==> config.mk <==
export PLATFORM = sky130hd
export DESIGN_NAME = calc_core
export DESIGN_NICKNAME = d
export VERILOG_FILES = /design/src/rtl/calc_pkg.sv /design/src/rtl/calc_bin2bcd.sv /design/src/rtl/calc_core.sv
export SDC_FILE = /design/constraint.sdc
export NUM_CORES = 1
export LEC_CHECK = 0
export CAP_MARGIN = 20
export CORE_MARGIN = 1
export CORE_UTILIZATION = 30
export CTS_CLUSTER_DIAMETER = 30
export DETAILED_ROUTE_END_ITERATION = 7
export PLACE_DENSITY_LB_ADDON = 0.15
export RECOVER_POWER = 25
export SYNTH_ARGS = -nofsm -noshare
export SYNTH_HDL_FRONTEND = slang
export SYNTH_SLANG_ARGS = --single-unit
==> constraint.sdc <==
create_clock -name clk -period 11.3 [get_ports clk]
set_input_delay 1.13 -clock clk [delete_from_list [all_inputs] [get_ports clk]]
set_output_delay 1.13 -clock clk [all_outputs]
set_load 0.03 [all_outputs]
==> src/rtl/calc_pkg.sv <==
// Shared definitions for the calc_core keypad calculator: key codes, one-hot
// state encoding, operator type and operand/result width helpers.
package calc_pkg;

    localparam logic [3:0] KEY_ADD = 4'ha;
    localparam logic [3:0] KEY_SUB = 4'hb;
    localparam logic [3:0] KEY_MUL = 4'hc;
    localparam logic [3:0] KEY_DIV = 4'hd;
    localparam logic [3:0] KEY_EQ  = 4'he;
    localparam logic [3:0] KEY_CLR = 4'hf;

    typedef enum logic [7:0] {
        S_IDLE  = 8'h01,
        S_A_ENT = 8'h02,
        S_OP    = 8'h04,
        S_B_ENT = 8'h08,
        S_CALC  = 8'h10,
        S_CONV  = 8'h20,
        S_SHOW  = 8'h40,
        S_ERR   = 8'h80
    } state_t;

    typedef enum logic [1:0] {
        OP_ADD = 2'd0,
        OP_SUB = 2'd1,
        OP_MUL = 2'd2,
        OP_DIV = 2'd3
    } op_t;

    function automatic int pow10(input int d);
        int p;
        p = 1;
        for (int i = 0; i < d; i++) p = p * 10;
        return p;
    endfunction

    function automatic int op_width(input int d);
        return $clog2(pow10(d));
    endfunction

    function automatic int res_width(input int d);
        return 2 * op_width(d);
    endfunction

    // Operator keys a..d map onto consecutive op_t values.
    function automatic op_t key_to_op(input logic [3:0] k);
        return op_t'(2'(k - KEY_ADD));
    endfunction

endpackage

==> src/rtl/calc_bin2bcd.sv <==
// Sequential shift-add-3 binary-to-BCD converter, one input bit per cycle.
// start loads a new value, done pulses once the BCD output is final, abort clears.
module calc_bin2bcd #(
    parameter int NB = 14,
    parameter int ND = 4
) (
    input  logic            clk,
    input  logic            rst,
    input  logic            start,
    input  logic            abort,
    input  logic [NB-1:0]   bin,
    output logic [4*ND-1:0] bcd,
    output logic            done
);

    localparam int CW = $clog2(NB + 1);

    logic [NB-1:0]   sh;
    logic [CW-1:0]   cnt;
    logic            run;
    logic [4*ND-1:0] adj;

    always_comb begin
        adj = bcd;
        for (int i = 0; i < ND; i++) begin
            if (bcd[4*i +: 4] >= 4'd5) adj[4*i +: 4] = bcd[4*i +: 4] + 4'd3;
        end
    end

    always_ff @(posedge clk or posedge rst) begin
        if (rst) begin
            sh   <= '0;
            bcd  <= '0;
            cnt  <= '0;
            run  <= 1'b0;
            done <= 1'b0;
        end else if (abort) begin
            sh   <= '0;
            bcd  <= '0;
            cnt  <= '0;
            run  <= 1'b0;
            done <= 1'b0;
        end else begin
            done <= 1'b0;
            if (start) begin
                sh  <= bin;
                bcd <= '0;
                cnt <= CW'(NB);
                run <= 1'b1;
            end else if (run) begin
                // Results never exceed ND digits, so dropping the top BCD bit is lossless.
                bcd <= (4*ND)'({adj, sh[NB-1]});
                sh  <= sh << 1;
                cnt <= cnt - 1'b1;
                if (cnt == CW'(1)) begin
                    run  <= 1'b0;
                    done <= 1'b1;
                end
            end
        end
    end

endmodule

==> src/rtl/calc_core.sv <==
// calc_core: keypad-driven four-function decimal calculator with BCD display.
// Define CALC_DIV_EN to build the '/' restoring divider; without it '/' is ignored.
module calc_core
    import calc_pkg::*;
#(
    parameter  int DIGITS     = 2,
    localparam int OUT_DIGITS = 2 * DIGITS
) (
    input  logic                    clk,
    input  logic                    rst,
    input  logic                    key_valid,
    input  logic [3:0]              key_code,
    output logic [4*OUT_DIGITS-1:0] disp_bcd,
    output logic [OUT_DIGITS-1:0]   disp_en,
    output logic                    disp_neg,
    output logic                    busy,
    output logic                    result_valid,
    output logic                    err
);

    localparam int OW    = op_width(DIGITS);
    localparam int RW    = res_width(DIGITS);
    localparam int BW    = 4 * DIGITS;
    localparam int DW    = 4 * OUT_DIGITS;
    localparam int LIMIT = pow10(DIGITS);

    state_t        state, state_nx;
    op_t           op;
    logic [OW-1:0] a, b, dig, a_app, b_app;
    logic [BW-1:0] a_bcd, b_bcd;
    logic [2:0]    cnt;
    logic [RW-1:0] result;
    logic          neg;
    logic          conv_start, conv_done;
    logic [DW-1:0] conv_bcd, shown;
    logic          nz_seen;
    logic          is_clr, is_dig, is_op, is_eq, can_add, fits;

    assign is_clr  = key_valid && key_code == KEY_CLR;
    assign is_dig  = key_valid && key_code <= 4'd9;
    assign is_eq   = key_valid && key_code == KEY_EQ;
`ifdef CALC_DIV_EN
    assign is_op   = key_valid && key_code >= KEY_ADD && key_code <= KEY_DIV;
`else
    assign is_op   = key_valid && key_code >= KEY_ADD && key_code <= KEY_MUL;
`endif
    assign can_add = cnt < 3'(DIGITS);
    // A result may only be chained as the next A if it fits the operand range.
    assign fits    = result < RW'(LIMIT);
    assign dig     = OW'(key_code);
    assign a_app   = a * OW'(10) + dig;
    assign b_app   = b * OW'(10) + dig;

`ifdef CALC_DIV_EN
    localparam int DCW = $clog2(OW + 1);
    logic [OW-1:0]  dq, rem;
    logic [OW:0]    rem_sh, rem_diff;
    logic [DCW-1:0] div_cnt;
    logic           div_last, q_bit;

    assign rem_sh   = {rem, dq[OW-1]};
    assign rem_diff = rem_sh - {1'b0, b};
    assign q_bit    = ~rem_diff[OW];
    assign div_last = div_cnt == DCW'(1);
`endif

    always_ff @(posedge clk or posedge rst) begin
        if (rst) begin
            state        <= S_IDLE;
            conv_start   <= 1'b0;
            result_valid <= 1'b0;
        end else begin
            // NOTE: registers use <= so every flop samples pre-edge values in the same cycle.
            state        <= state_nx;
            conv_start   <= state == S_CALC && state_nx == S_CONV;
            result_valid <= state == S_CONV && state_nx == S_SHOW;
        end
    end

    always_comb begin
        // NOTE: default first, so no branch leaves state_nx unassigned and infers a latch.
        state_nx = state;
        if (is_clr) begin
            state_nx = S_IDLE;
        end else begin
            case (state)
                S_IDLE:  if (is_dig) state_nx = S_A_ENT;
                S_A_ENT: if (is_op) state_nx = S_OP;
                S_OP:    if (is_dig) state_nx = S_B_ENT;
                S_B_ENT: if (is_eq) state_nx = S_CALC;
                S_CALC: begin
`ifdef CALC_DIV_EN
                    if (op == OP_DIV) begin
                        if (b == '0) state_nx = S_ERR;
                        else if (div_last) state_nx = S_CONV;
                    end else
`endif
                    state_nx = S_CONV;
                end
                S_CONV:  if (conv_done) state_nx = S_SHOW;
                S_SHOW: begin
                    if (is_dig) state_nx = S_A_ENT;
                    else if (is_op && !neg && fits) state_nx = S_OP;
                end
                S_ERR:   state_nx = S_ERR;
                default: state_nx = S_IDLE;
            endcase
        end
    end

    always_ff @(posedge clk or posedge rst) begin
        if (rst) begin
            a <= '0; b <= '0; a_bcd <= '0; b_bcd <= '0; cnt <= '0;
            result <= '0; neg <= 1'b0; op <= OP_ADD;
`ifdef CALC_DIV_EN
            dq <= '0; rem <= '0; div_cnt <= '0;
`endif
        end else if (is_clr) begin
            a <= '0; b <= '0; a_bcd <= '0; b_bcd <= '0; cnt <= '0;
            result <= '0; neg <= 1'b0; op <= OP_ADD;
`ifdef CALC_DIV_EN
            dq <= '0; rem <= '0; div_cnt <= '0;
`endif
        end else begin
            case (state)
                S_IDLE: if (is_dig) begin
                    a <= dig; a_bcd <= BW'(key_code); cnt <= 3'd1;
                end
                S_A_ENT: begin
                    if (is_dig && can_add) begin
                        a <= a_app; a_bcd <= BW'({a_bcd, key_code}); cnt <= cnt + 1'b1;
                    end else if (is_op) begin
                        op <= key_to_op(key_code);
                    end
                end
                S_OP: begin
                    if (is_dig) begin
                        b <= dig; b_bcd <= BW'(key_code); cnt <= 3'd1;
                    end else if (is_op) begin
                        op <= key_to_op(key_code);
                    end
                end
                S_B_ENT: begin
                    if (is_dig && can_add) begin
                        b <= b_app; b_bcd <= BW'({b_bcd, key_code}); cnt <= cnt + 1'b1;
                    end
`ifdef CALC_DIV_EN
                    else if (is_eq) begin
                        dq <= a; rem <= '0; div_cnt <= DCW'(OW);
                    end
`endif
                end
                S_CALC: begin
                    case (op)
                        OP_ADD: begin result <= RW'(a) + RW'(b); neg <= 1'b0; end
                        OP_SUB: begin
                            neg    <= a < b;
                            result <= (a < b) ? RW'(b - a) : RW'(a - b);
                        end
                        OP_MUL: begin result <= RW'(a) * RW'(b); neg <= 1'b0; end
                        default: begin
`ifdef CALC_DIV_EN
                            neg <= 1'b0;
                            if (b != '0) begin
                                dq      <= {dq[OW-2:0], q_bit};
                                rem     <= q_bit ? rem_diff[OW-1:0] : rem_sh[OW-1:0];
                                div_cnt <= div_cnt - 1'b1;
                                if (div_last) result <= RW'({dq[OW-2:0], q_bit});
                            end
`endif
                        end
                    endcase
                end
                S_SHOW: begin
                    if (is_dig) begin
                        a <= dig; a_bcd <= BW'(key_code); cnt <= 3'd1; neg <= 1'b0;
                    end else if (is_op && !neg && fits) begin
                        a <= OW'(result); a_bcd <= conv_bcd[BW-1:0];
                        op <= key_to_op(key_code);
                    end
                end
                default: ;
            endcase
        end
    end

    calc_bin2bcd #(
        .NB(RW),
        .ND(OUT_DIGITS)
    ) u_bin2bcd (
        .clk  (clk),
        .rst  (rst),
        .start(conv_start),
        .abort(is_clr),
        .bin  (result),
        .bcd  (conv_bcd),
        .done (conv_done)
    );

    always_comb begin
        case (state)
            S_A_ENT, S_OP:           shown = DW'(a_bcd);
            S_B_ENT, S_CALC, S_CONV: shown = DW'(b_bcd);
            S_SHOW:                  shown = conv_bcd;
            S_ERR:                   shown = DW'(4'hE);
            default:                 shown = '0;
        endcase
        nz_seen = 1'b0;
        disp_en = '0;
        for (int i = OUT_DIGITS - 1; i >= 0; i--) begin
            nz_seen    = nz_seen | (shown[4*i +: 4] != 4'd0);
            disp_en[i] = nz_seen || i == 0;
        end
    end

    assign disp_bcd = shown;
    assign disp_neg = state == S_SHOW && neg;
    assign busy     = state == S_CALC || state == S_CONV;
    assign err      = state == S_ERR;

endmodule

==> results.md <==
| Step | Item | Reported |
|:---|:---|:---|
| run status | Status | finished with violations |
| run status | Violated checks | design-rule violations, max-capacitance violations, max-slew violations |
| setup path | Dominant delay contributor by cell family on the critical path | buffers and inverters |
| setup path | Critical path buffers and inverters | 3 |
| clocking | Number of buffers between clock root and the deepest sink | 2 |
| routing | Number of DRC markers in iteration 0 | 376 |
| cells and area | Multi-input logic area | 5190 um2 |
| routing | Vias per std cell | 5.19 |
| setup path | WS Path Type | primary input to asynchronous set/reset pin |
| clocking | Clock sink count | 95 |
| synthesis | Fraction of the yosys area taken by sequential cells | 29.6% |
| sta | Max-slew headroom | -147% |
| setup path | Slowest stage cell, crit path | sky130_fd_sc_hd__clkbuf_1 |
| sta | Total Neg Setup Slack | 0 ns |
| clocking | Clock network latency to the later pin of the worst-skew pair | 0.37 ns |
| power and ir drop | Share of power burned in the clock network | 18.6% |
| routing | Detailed-route wire length per cell | 17.6 um |
| floorplan | Total Die Area | 27,500 um2 |
| setup path | Largest stage delay on the critical path | 2.65 ns |
| routing | Routed Antenna Nets | 0 |
| clocking | Post-CTS setup buffer count | 0 |
| cells and area | Area growth, synth to finish | 10.8% |
| routing | Number of search-and-repair iterations in the first detailed-routing pass | 8 |
| min path | Hold Path Class | flip-flop to flip-flop |
| power and ir drop | Switching share of power | 45.1% |
| routing | Post-route DRC | 8 |
| global route | Overall track demand over capacity in global routing | 16.8% |
| power and ir drop | Switching power of the nets | 0.763 mW |
| sta | Max Fclk | 0.177 GHz |
| placed design | Half-perimeter wire length after placement | 16.5 mm |
| global route | Initial antenna violation count | 0 |
| global route | Pin count of the biggest net entering global routing | 66 |
| sta | Pins over their slew limit | 66 |
| sta | Setup repair after global routing missed its margin | false |
| cells and area | Register Area | 2380 um2 |
| cells and area | Post-layout net count | 1,032 |
| setup path | Largest fanout on the critical path | 65 |
| placed design | Routability-driven placement congestion ratio | 0.846 |
| setup path | Capturing element type of the critical path | asynchronous set/reset pin |
| power and ir drop | Cell internal power dissipation | 0.930 mW |
| placed design | Cell Area, Placed | 8620 um2 |
| flow run | Max-cap violations | 1 |
| synthesis | Proportion of register bits with asynchronous set or reset after synthesis | 100% |
| power and ir drop | Sequential group share of total power | 30.9% |
| sta | Number of hold-slack violations in the final timing report | 0 |
| sta | Worst clock skew | 0.0141 ns |
| floorplan | Initial Utilization | 30.7% |
| cells and area | Fin area | 8910 um2 |
| global route | GRT overflow | 0 |
| cells and area | Final-layout fill cell count | 2,747 |
| synthesis | Summed instance area of the synthesized netlist | 8040 um2 |
| cells and area | Most common library cell in the layout ignoring fill and taps | sky130_fd_sc_hd__nor2_1 |
| synthesis | Number of instances in the synthesized netlist | 909 |
| sta | Final count of negative-setup-slack endpoints | 0 |
| power and ir drop | Combinational fraction of design power | 50.5% |
| power and ir drop | Total power divided by cell area | 190 nW/um2 |
| min path | Startpoint of the worst hold path | a_bcd[5]$_DFFE_PP0P_ |
| clocking | Resize count post-CTS | 0 |
| sta | Crit share post-route | 49.9% |
| cells and area | Ant diodes | 0 |
| power and ir drop | Leakage dissipation | 4.12 nW |
| synthesis | Post-synth cell types | 73 |
| clocking | Post-cts hold buffer count | 0 |
| sta | Tightest Pin Transition | 3.70 ns |
| placed design | Number of port buffers | 29 |
| setup path | Worst r2r src | b[1]$_DFFE_PP0P_ |
| synthesis | Syn_nets | 1,028 |
| floorplan | Area inside the core boundary | 26,200 um2 |
| floorplan | Die height | 166 um |
| synthesis | Primary FF master, synth | sky130_fd_sc_hd__dfrtp_1 |
| cells and area | Share of layout cells above drive strength 1 | 4.90% |
| synthesis | Synth Register Bits | 95 |
| clocking | Clock tree from TritonCTS | built |
| global route | Global-route wire length before repair | 36.4 mm |
| clocking | Reg clk slew, reported paths | 0.08 ns |
| synthesis | Mean Syn Cell Area | 8.84 um2 |
| routing | Final wirelength | 22.1 mm |
| setup path | First element of the critical path | rst |
| power and ir drop | Worst vdd rail ir drop | 0.0750 mV |
| setup path | Endpoint required time on the critical path | 10.92 ns |
| routing | Via count | 6,503 |
| clocking | Clock H-tree levels | 3 |
| floorplan | Cell Rows | 59 |
| setup path | Critical path, cell by cell | dlygate4sd3_1 -> clkinvlp_2 -> clkbuf_1 |
| clocking | Root buffer selected by CTS | sky130_fd_sc_hd__clkbuf_16 |
| setup path | Crit start category | primary input |
| synthesis | Number of synthesis warnings | 0 |
| sta | Min Clock Period, post-route | 5.64 ns |
| clocking | Cts bufs inserted | 9 |
| global route | Vias in the first global route | 6,502 |
| setup path | Arrival time at the worst endpoint | 5.26 ns |
| floorplan | Count of pins on the block boundary | 31 |
| synthesis | Count of flip-flops with a built-in enable after synthesis | 0 |
| cells and area | Top library cells by usage in the layout, fill and taps aside | sky130_fd_sc_hd__nor2_1 (113), sky130_fd_sc_hd__dfrtp_1 (93), sky130_fd_sc_hd__ha_1 (81) |
| floorplan | Die X-Extent | 166 um |
## sequential cells by signal (all words and copies together), names as in the netlist
| name | count |
|---|---|
| a | 7 |
| conv_start | 1 |
| result | 14 |
| op | 2 |
| b | 7 |
| neg | 1 |
| cnt | 3 |
| result_valid | 1 |
| a_bcd | 8 |
| u_bin2bcd.cnt | 4 |
| u_bin2bcd.bcd | 16 |
| u_bin2bcd.done | 1 |
| b_bcd | 7 |
| state | 8 |
| u_bin2bcd.sh | 14 |
| u_bin2bcd.run | 1 |
## per-stage QoR
stage	worst slack, ns	util (%)	hold slack, ns	power [mW]	cells
after floorplan	6.75	-	0.461	1.17	909
after global placement	6.49	32.9	0.476	1.39	1237
after detailed placement	6.46	32.9	0.482	1.38	1237
after CTS	6.44	34.0	0.502	1.71	1253
after global routing	4.58	34.0	0.539	1.85	1253
final	5.66	34.0	0.498	1.69	1253
## power by group through the flow
stage                     registers (mW)  logic, mW  clock network, mW
after detailed placement           0.532      0.850                  0
after global routing               0.540      0.972              0.341
after floorplan                    0.489      0.680                  0
after CTS                          0.525      0.857              0.329
after global placement             0.530      0.859                  0
final                              0.523      0.855              0.315
## path summary, 6_finish.rpt
kind | cells past startpoint | slack, ns | endpoint
worst max-delay path | 3 | 5.66 | a[1]$_DFFE_PP0P_
worst min-delay path | 2 | 0.50 | a_bcd[5]$_DFFE_PP0P_
worst max register to register | 17 | 6.45 | result[7]$_DFFE_PP0P_
worst min register to register | 2 | 0.50 | a_bcd[5]$_DFFE_PP0P_
max in group clk | 17 | 6.45 | result[7]$_DFFE_PP0P_
min in group asynchronous | 2 | 1.54 | u_bin2bcd.done$_DFF_PP0_
## routing by layer
metal,vias up,GRT usage (%),wire [um]
met3,18,2.68,738
li1,3201,-,-
met4,0,3.49,231
met2,128,26.7,10100
met5,-,0,0
met1,3156,24.0,11000
## layout make-up
type / count / area share [%]
repair buffers: 35 / 3.72
inverters: 78 / 3.30
clock inverters: 7 / 0.786
flip-flops and latches: 95 / 26.7
well taps: 335 / 4.70
multi-input cells: 694 / 58.3
clock buffers: 9 / 2.53
## tightest hold or removal path, delay by kind of cell, from the launching register on
family	cells	cell delay, ns
and+or+nand+nor	1	0.06
AOI/OAI and AO/OA	1	0.06
DFF	1	0.34
## synthesized netlist by cell type, drive strengths merged (8+ instances only)
library cell | instances | area share (%)
a21o | 10 | 0.93
a21oi | 67 | 4.2
a221oi | 10 | 1.1
a22o | 9 | 1.0
and2 | 9 | 0.70
buf | 12 | 0.87
clkbuf | 30 | 1.4
dfrtp | 94 | 29
fa | 31 | 7.7
ha | 81 | 13
inv | 77 | 3.6
mux2i | 31 | 3.9
nand2 | 63 | 2.9
nand2b | 13 | 1.0
nand3 | 22 | 1.4
nor2 | 114 | 5.4
nor3 | 16 | 1.1
o21ai | 44 | 2.7
o31ai | 18 | 1.7
or3 | 8 | 0.68
xnor2 | 27 | 2.9
xor2 | 10 | 1.1
## cell families after synthesis
group | synth area share, %
buffers and inverters | 5.91
AND/OR/NAND/NOR | 17.2
adder cells (fa/ha/maj) | 20.3
AO/OA/AOI/OAI | 18.4
XOR/XNOR | 4.03
other | 0.0466
flip-flops | 29.6
multiplexers | 4.42
No activity file was read; power rests on OpenSTA's default activity.
==> RTL change 1: new RTL, same settings <==
Add a define of `CALC_DIV_EN`.
--- a/src/rtl/calc_core.sv
+++ b/src/rtl/calc_core.sv
@@ -2,2 +2,4 @@
 // Define CALC_DIV_EN to build the '/' restoring divider; without it '/' is ignored.
+`define CALC_DIV_EN
+
 module calc_core
Function: changed (Yosys sat finds a counterexample within 4 cycles, from zero or initial values and one cycle with rst high).
==> RTL change 1 against the original RTL <==
The flow finishes with violations (max-capacitance violations, max-slew violations). Sequential share of layout area is 0.44 points higher. Synthesized cell count is 19% higher. Sequential cell count is 17 higher. Final area is 16% higher. Total power is 19% higher. Hold slack better by 0.027 ns. Routed wire length is 22% higher. Area after synthesis is 17% higher. Die area is 17% higher. Combinational power is 23% higher. Setup slack worse by 0.46 ns. Highest routed layer unchanged.
==> RTL change 1: results (changes against the original RTL) <==
CTS
The setup fix buffers added after clock tree synthesis is 0 (unchanged). The clock reaches the later pin of the worst-skew pair after roughly 0.38 ns.

Power and ir drop
The standby leakage power is 4.654 nW (+13%). The worst IR drop on VDD is 0.08946 mV (+19%).

Synthesis
The multiplexer share of the synthesized area is 3.666% (-0.75 points). The xor/xnor cell area share of the yosys netlist is 4.199% (+0.17 points). The post-synthesis compound-gate area fraction is 18.60% (+0.17 points).

The adder-cell area share of the yosys netlist is 18.95% (-1.4 points). The number of nets in the synthesized netlist came to 1210 (+18%). The cell count after synthesis is 1080 (+19%). The commonest cells after synthesis are 152 x sky130_fd_sc_hd__nor2_1, 111 x sky130_fd_sc_hd__dfrtp_1, 92 x sky130_fd_sc_hd__nand2_1. The count of cell types in the netlist was 90 (+23%).

The async set or reset register ratio after synthesis came to 100.0% (unchanged).

Layout
The post-synthesis to final-layout area growth is 10.02%. The total of fill cells in the finished design was 3265 (+19%). The fraction of final layout cells sized beyond drive strength 1 is 6.066% (+1.2 points).

Global route
The global-route wire length before repair was 43460 um (+19%). The via count of the first global-routing pass is 7607 (+17%). The maximum number of pins on one net before global-route repair was 68 (+3.0%). The global routing met1 resource utilization was 25.31% (+1.3 points). The met3 track demand over resource is 2.184% (-0.49 points).

The global-route usage over all layers came to 17.63% (+0.83 points). The met2 demand-to-capacity share in global routing came to 28.25% (+1.5 points).

Place
The worst slack at placement is 6.365 ns (-0.09230 ns). The final RePlAce weighted congestion is 0.8599 (+1.7%). The detailed-placement wirelength estimate came to 20150 um (+22%).

The placed cell count was 1467 (+19%).

Run
The max-capacitance violation count was 2 (+1).

Critical path
The largest incremental delay on the critical path is 2.74 ns (+0.09 ns). The arrival time at the worst endpoint is 5.73 ns (+0.47 ns). The largest fanout of any net on the critical path is 67 (+3.1%).

Timing
The headroom to the max-slew limit is -152.4% (-5.4 points). The setup clock skew after layout is 0.01552 ns (+0.001381 ns). The total count of max-transition violations in the final report came to 115 (+74%).

Routing
The vias per cell was 5.156 (-0.66%). The length of routed wiring on met1 is 13640 um (+24%). The routed length on met2 was 12350 um (+22%). The wire length reported by the detailed router was 26930 um (+22%). The count of TritonRoute iterations in the first routing pass was 5 (-3). The per-cell routed wire length is 18.15 um (+2.8%). The met3 layer wire length in the routed design is 661 um (-10%). The violation count after the first detailed-route iteration is 412 (+9.6%).

Floorplan
The placement row count is 64 (+8.5%).

Status
The run finished, with violations left. The checks that failed: max-capacitance violations, max-slew violations.
[RTL change 1: final timing paths]
kind | from | to | slack (ns) | cells past startpoint
setup / recovery | rst | rem[5] | 5.20 | 3
setup reg to reg | b[1] | result[13] | 6.34 | 16
hold / removal | cnt[0] | cnt[0] | 0.52 | 1
max in group clk | b[1] | result[13] | 6.34 | 16
hold reg to reg | cnt[0] | cnt[0] | 0.52 | 1
min in group asynchronous | rst | u_bin2bcd.cnt[0] | 1.78 | 2
[RTL change 1: power breakdown]
part | total (W) | switching, W | internal (W)
Clock | 0.000357 | 0.000194 | 0.000163
Combinational | 0.00105 | 0.000612 | 0.000435
Sequential | 0.000617 | 0.000128 | 0.000488
[RTL change 1: cell type report]
type	instances	area share, %
clock buffers	9	2.181
clock inverters	7	0.9087
inverters	81	2.968
multi-input cells	843	58.71
flip-flops and latches	112	27.15
well taps	396	4.798
repair buffers	36	3.283
[RTL change 1: critical path: cells and delay by family]
family   cells  cell delay [ns]
buf+inv      3             4.53
==> RTL change 2: new RTL, same flow settings <==
Made on the original files. Put a register stage on the outputs `disp_bcd`, `disp_neg`, `busy` and `err`. The values now appear one clock later. The other outputs are not delayed to match.
--- a/src/rtl/calc_core.sv
+++ b/src/rtl/calc_core.sv
@@ -215,6 +215,8 @@
 
-    assign disp_bcd = shown;
-    assign disp_neg = state == S_SHOW && neg;
-    assign busy     = state == S_CALC || state == S_CONV;
-    assign err      = state == S_ERR;
+    always_ff @(posedge clk) begin
+        disp_bcd <= shown;
+        disp_neg <= state == S_SHOW && neg;
+        busy     <= state == S_CALC || state == S_CONV;
+        err      <= state == S_ERR;
+    end
 
Behaviour: not the same (Yosys sat finds a counterexample within 4 cycles, from zero or initial values and one cycle with rst high).
==> RTL change 2 against the original RTL <==
The flow finishes with violations (max-capacitance violations, max-slew violations). Routed wire length increased by 8.1%. Non-clock buffer count increased by 3. Final area increased by 11%. Via count increased by 6.9%. Sequential power increased by 17%. Total power increased by 22%. Setup slack improved by 0.41 ns. Synthesized cell count increased by 8.4%. Area after synthesis increased by 7.5%. Sequential cell count increased by 19. Hold slack got worse by 0.0060 ns.
==> RTL change 2: results (changes against the original RTL) <==
Global route
The via count of the first global-routing pass was 6809 (+4.7%). The maximum number of pins on one net before global-route repair was 52 (-21%). The global-route usage over all layers is 17.22% (+0.42 points).

Routing
The violation count after the first detailed-route iteration came to 477 (+27%). The met3 layer wire length in the routed design is 863 um (+17%). The wire length reported by the detailed router was 23900 um (+8.1%).

The per-cell routed wire length came to 17.22 um (-2.4%). The routed length on met2 came to 11110 um (+9.8%). The vias per cell is 5.009 (-3.5%). The count of TritonRoute iterations in the first routing pass is 5 (-3).

Synthesis
By area the synthesized netlist is led by sky130_fd_sc_hd__dfrtp_1 27%, sky130_fd_sc_hd__ha_1 12%, sky130_fd_sc_hd__fa_1 7.2%. The post-synthesis compound-gate area fraction is 17.15% (-1.3 points). The async set or reset register ratio after synthesis is 83.33% (-17 points).

The count of cell types in the netlist came to 74 (+1.4%). The number of nets in the synthesized netlist was 1104 (+7.4%). The multiplexer share of the synthesized area is 4.577% (+0.16 points).

Timing
The total count of max-transition violations in the final report is 98 (+48%). The worst-case hold slack came to 0.4916 ns (-0.006033 ns). The slew at the pin closest to its max-slew limit is 2.995 ns (-0.7099 ns).

Run
The max-capacitance violation count is 2 (+1).

CTS
The clock transition at the registers of the reported paths is 0.06 ns (-0.02 ns). The number of buffers inserted during clock tree synthesis is 17 (+8).

Place
The placed cell count is 1355 (+9.5%).

Critical path
The arrival time at the worst endpoint came to 5.10 ns (-0.16 ns). The largest fanout of any net on the critical path is 51 (-22%). In this run the critical register-to-register path is captured at result[12].

Status
The checks that failed: max-capacitance violations, max-slew violations. The flow ran to the end, but the final reports show violations.

Layout
The largest registers in the layout are disp_bcd x16, u_bin2bcd.bcd x16.

Min path
The worst hold path begins at a_bcd[7].
-- RTL change 2: changes by cell type in the layout (fill, tap and decap cells not counted), sizes merged, moves of 5 or more --
cell and delta:
dfxtp +19, o21ai +14, a221o -6, clkbuf +10
a22o -9, a211oi +5, nor2 +22, a221oi -5
o22ai -5, nand2 +26
-- RTL change 2: logic make-up after synthesis --
family | after synthesis
other | 1
and+or+nand+nor | 342
AOI/OAI and AO/OA | 223
DFF | 114
muxes | 39
buffers and inverters | 119
adders and majority gates | 112
xor gates and xnor gates | 35
-- RTL change 2: worst max path at each step --
stage | from | endpoint | slack, ns | cells after the start
final | rst | b[2] | 6.07 | 3
after global routing | rst | b[2] | 5.15 | 3
after CTS | state[5] | disp_en[1] | 6.42 | 8
after detailed placement | b[1] | result[12] | 6.51 | 17
after global placement | b[1] | result[12] | 6.60 | 17
after floorplan | b[1] | result[12] | 6.89 | 17
-- RTL change 2: area by class of cell --
| class | instances | area, um^2 |
|---|---|---|
| fill | 3006 | 18200 |
| multi-input combinational | 752 | 5415 |
| sequential | 114 | 2760 |
| tap | 378 | 473.0 |
| clock buffer | 18 | 429.2 |
| timing repair buffer | 38 | 354.1 |
| inverter | 74 | 279.0 |
| clock inverter | 14 | 181.4 |
-- RTL change 2: report_power, final --
| part | total, W | internal (W) | switching [W] |
|---|---|---|---|
| registers | 0.000611 | 0.000487 | 0.000124 |
| logic | 0.000895 | 0.000375 | 0.000520 |
| clock network | 0.000563 | 0.000350 | 0.000213 |
| total | 0.00207 | 0.00121 | 0.000857 |
-- RTL change 2: worst max-delay path, cell delays in order --
cell	delay (ns)
sky130_fd_sc_hd__dlygate4sd3_1	0.55
sky130_fd_sc_hd__clkinvlp_2	1.17
sky130_fd_sc_hd__clkbuf_1	2.20
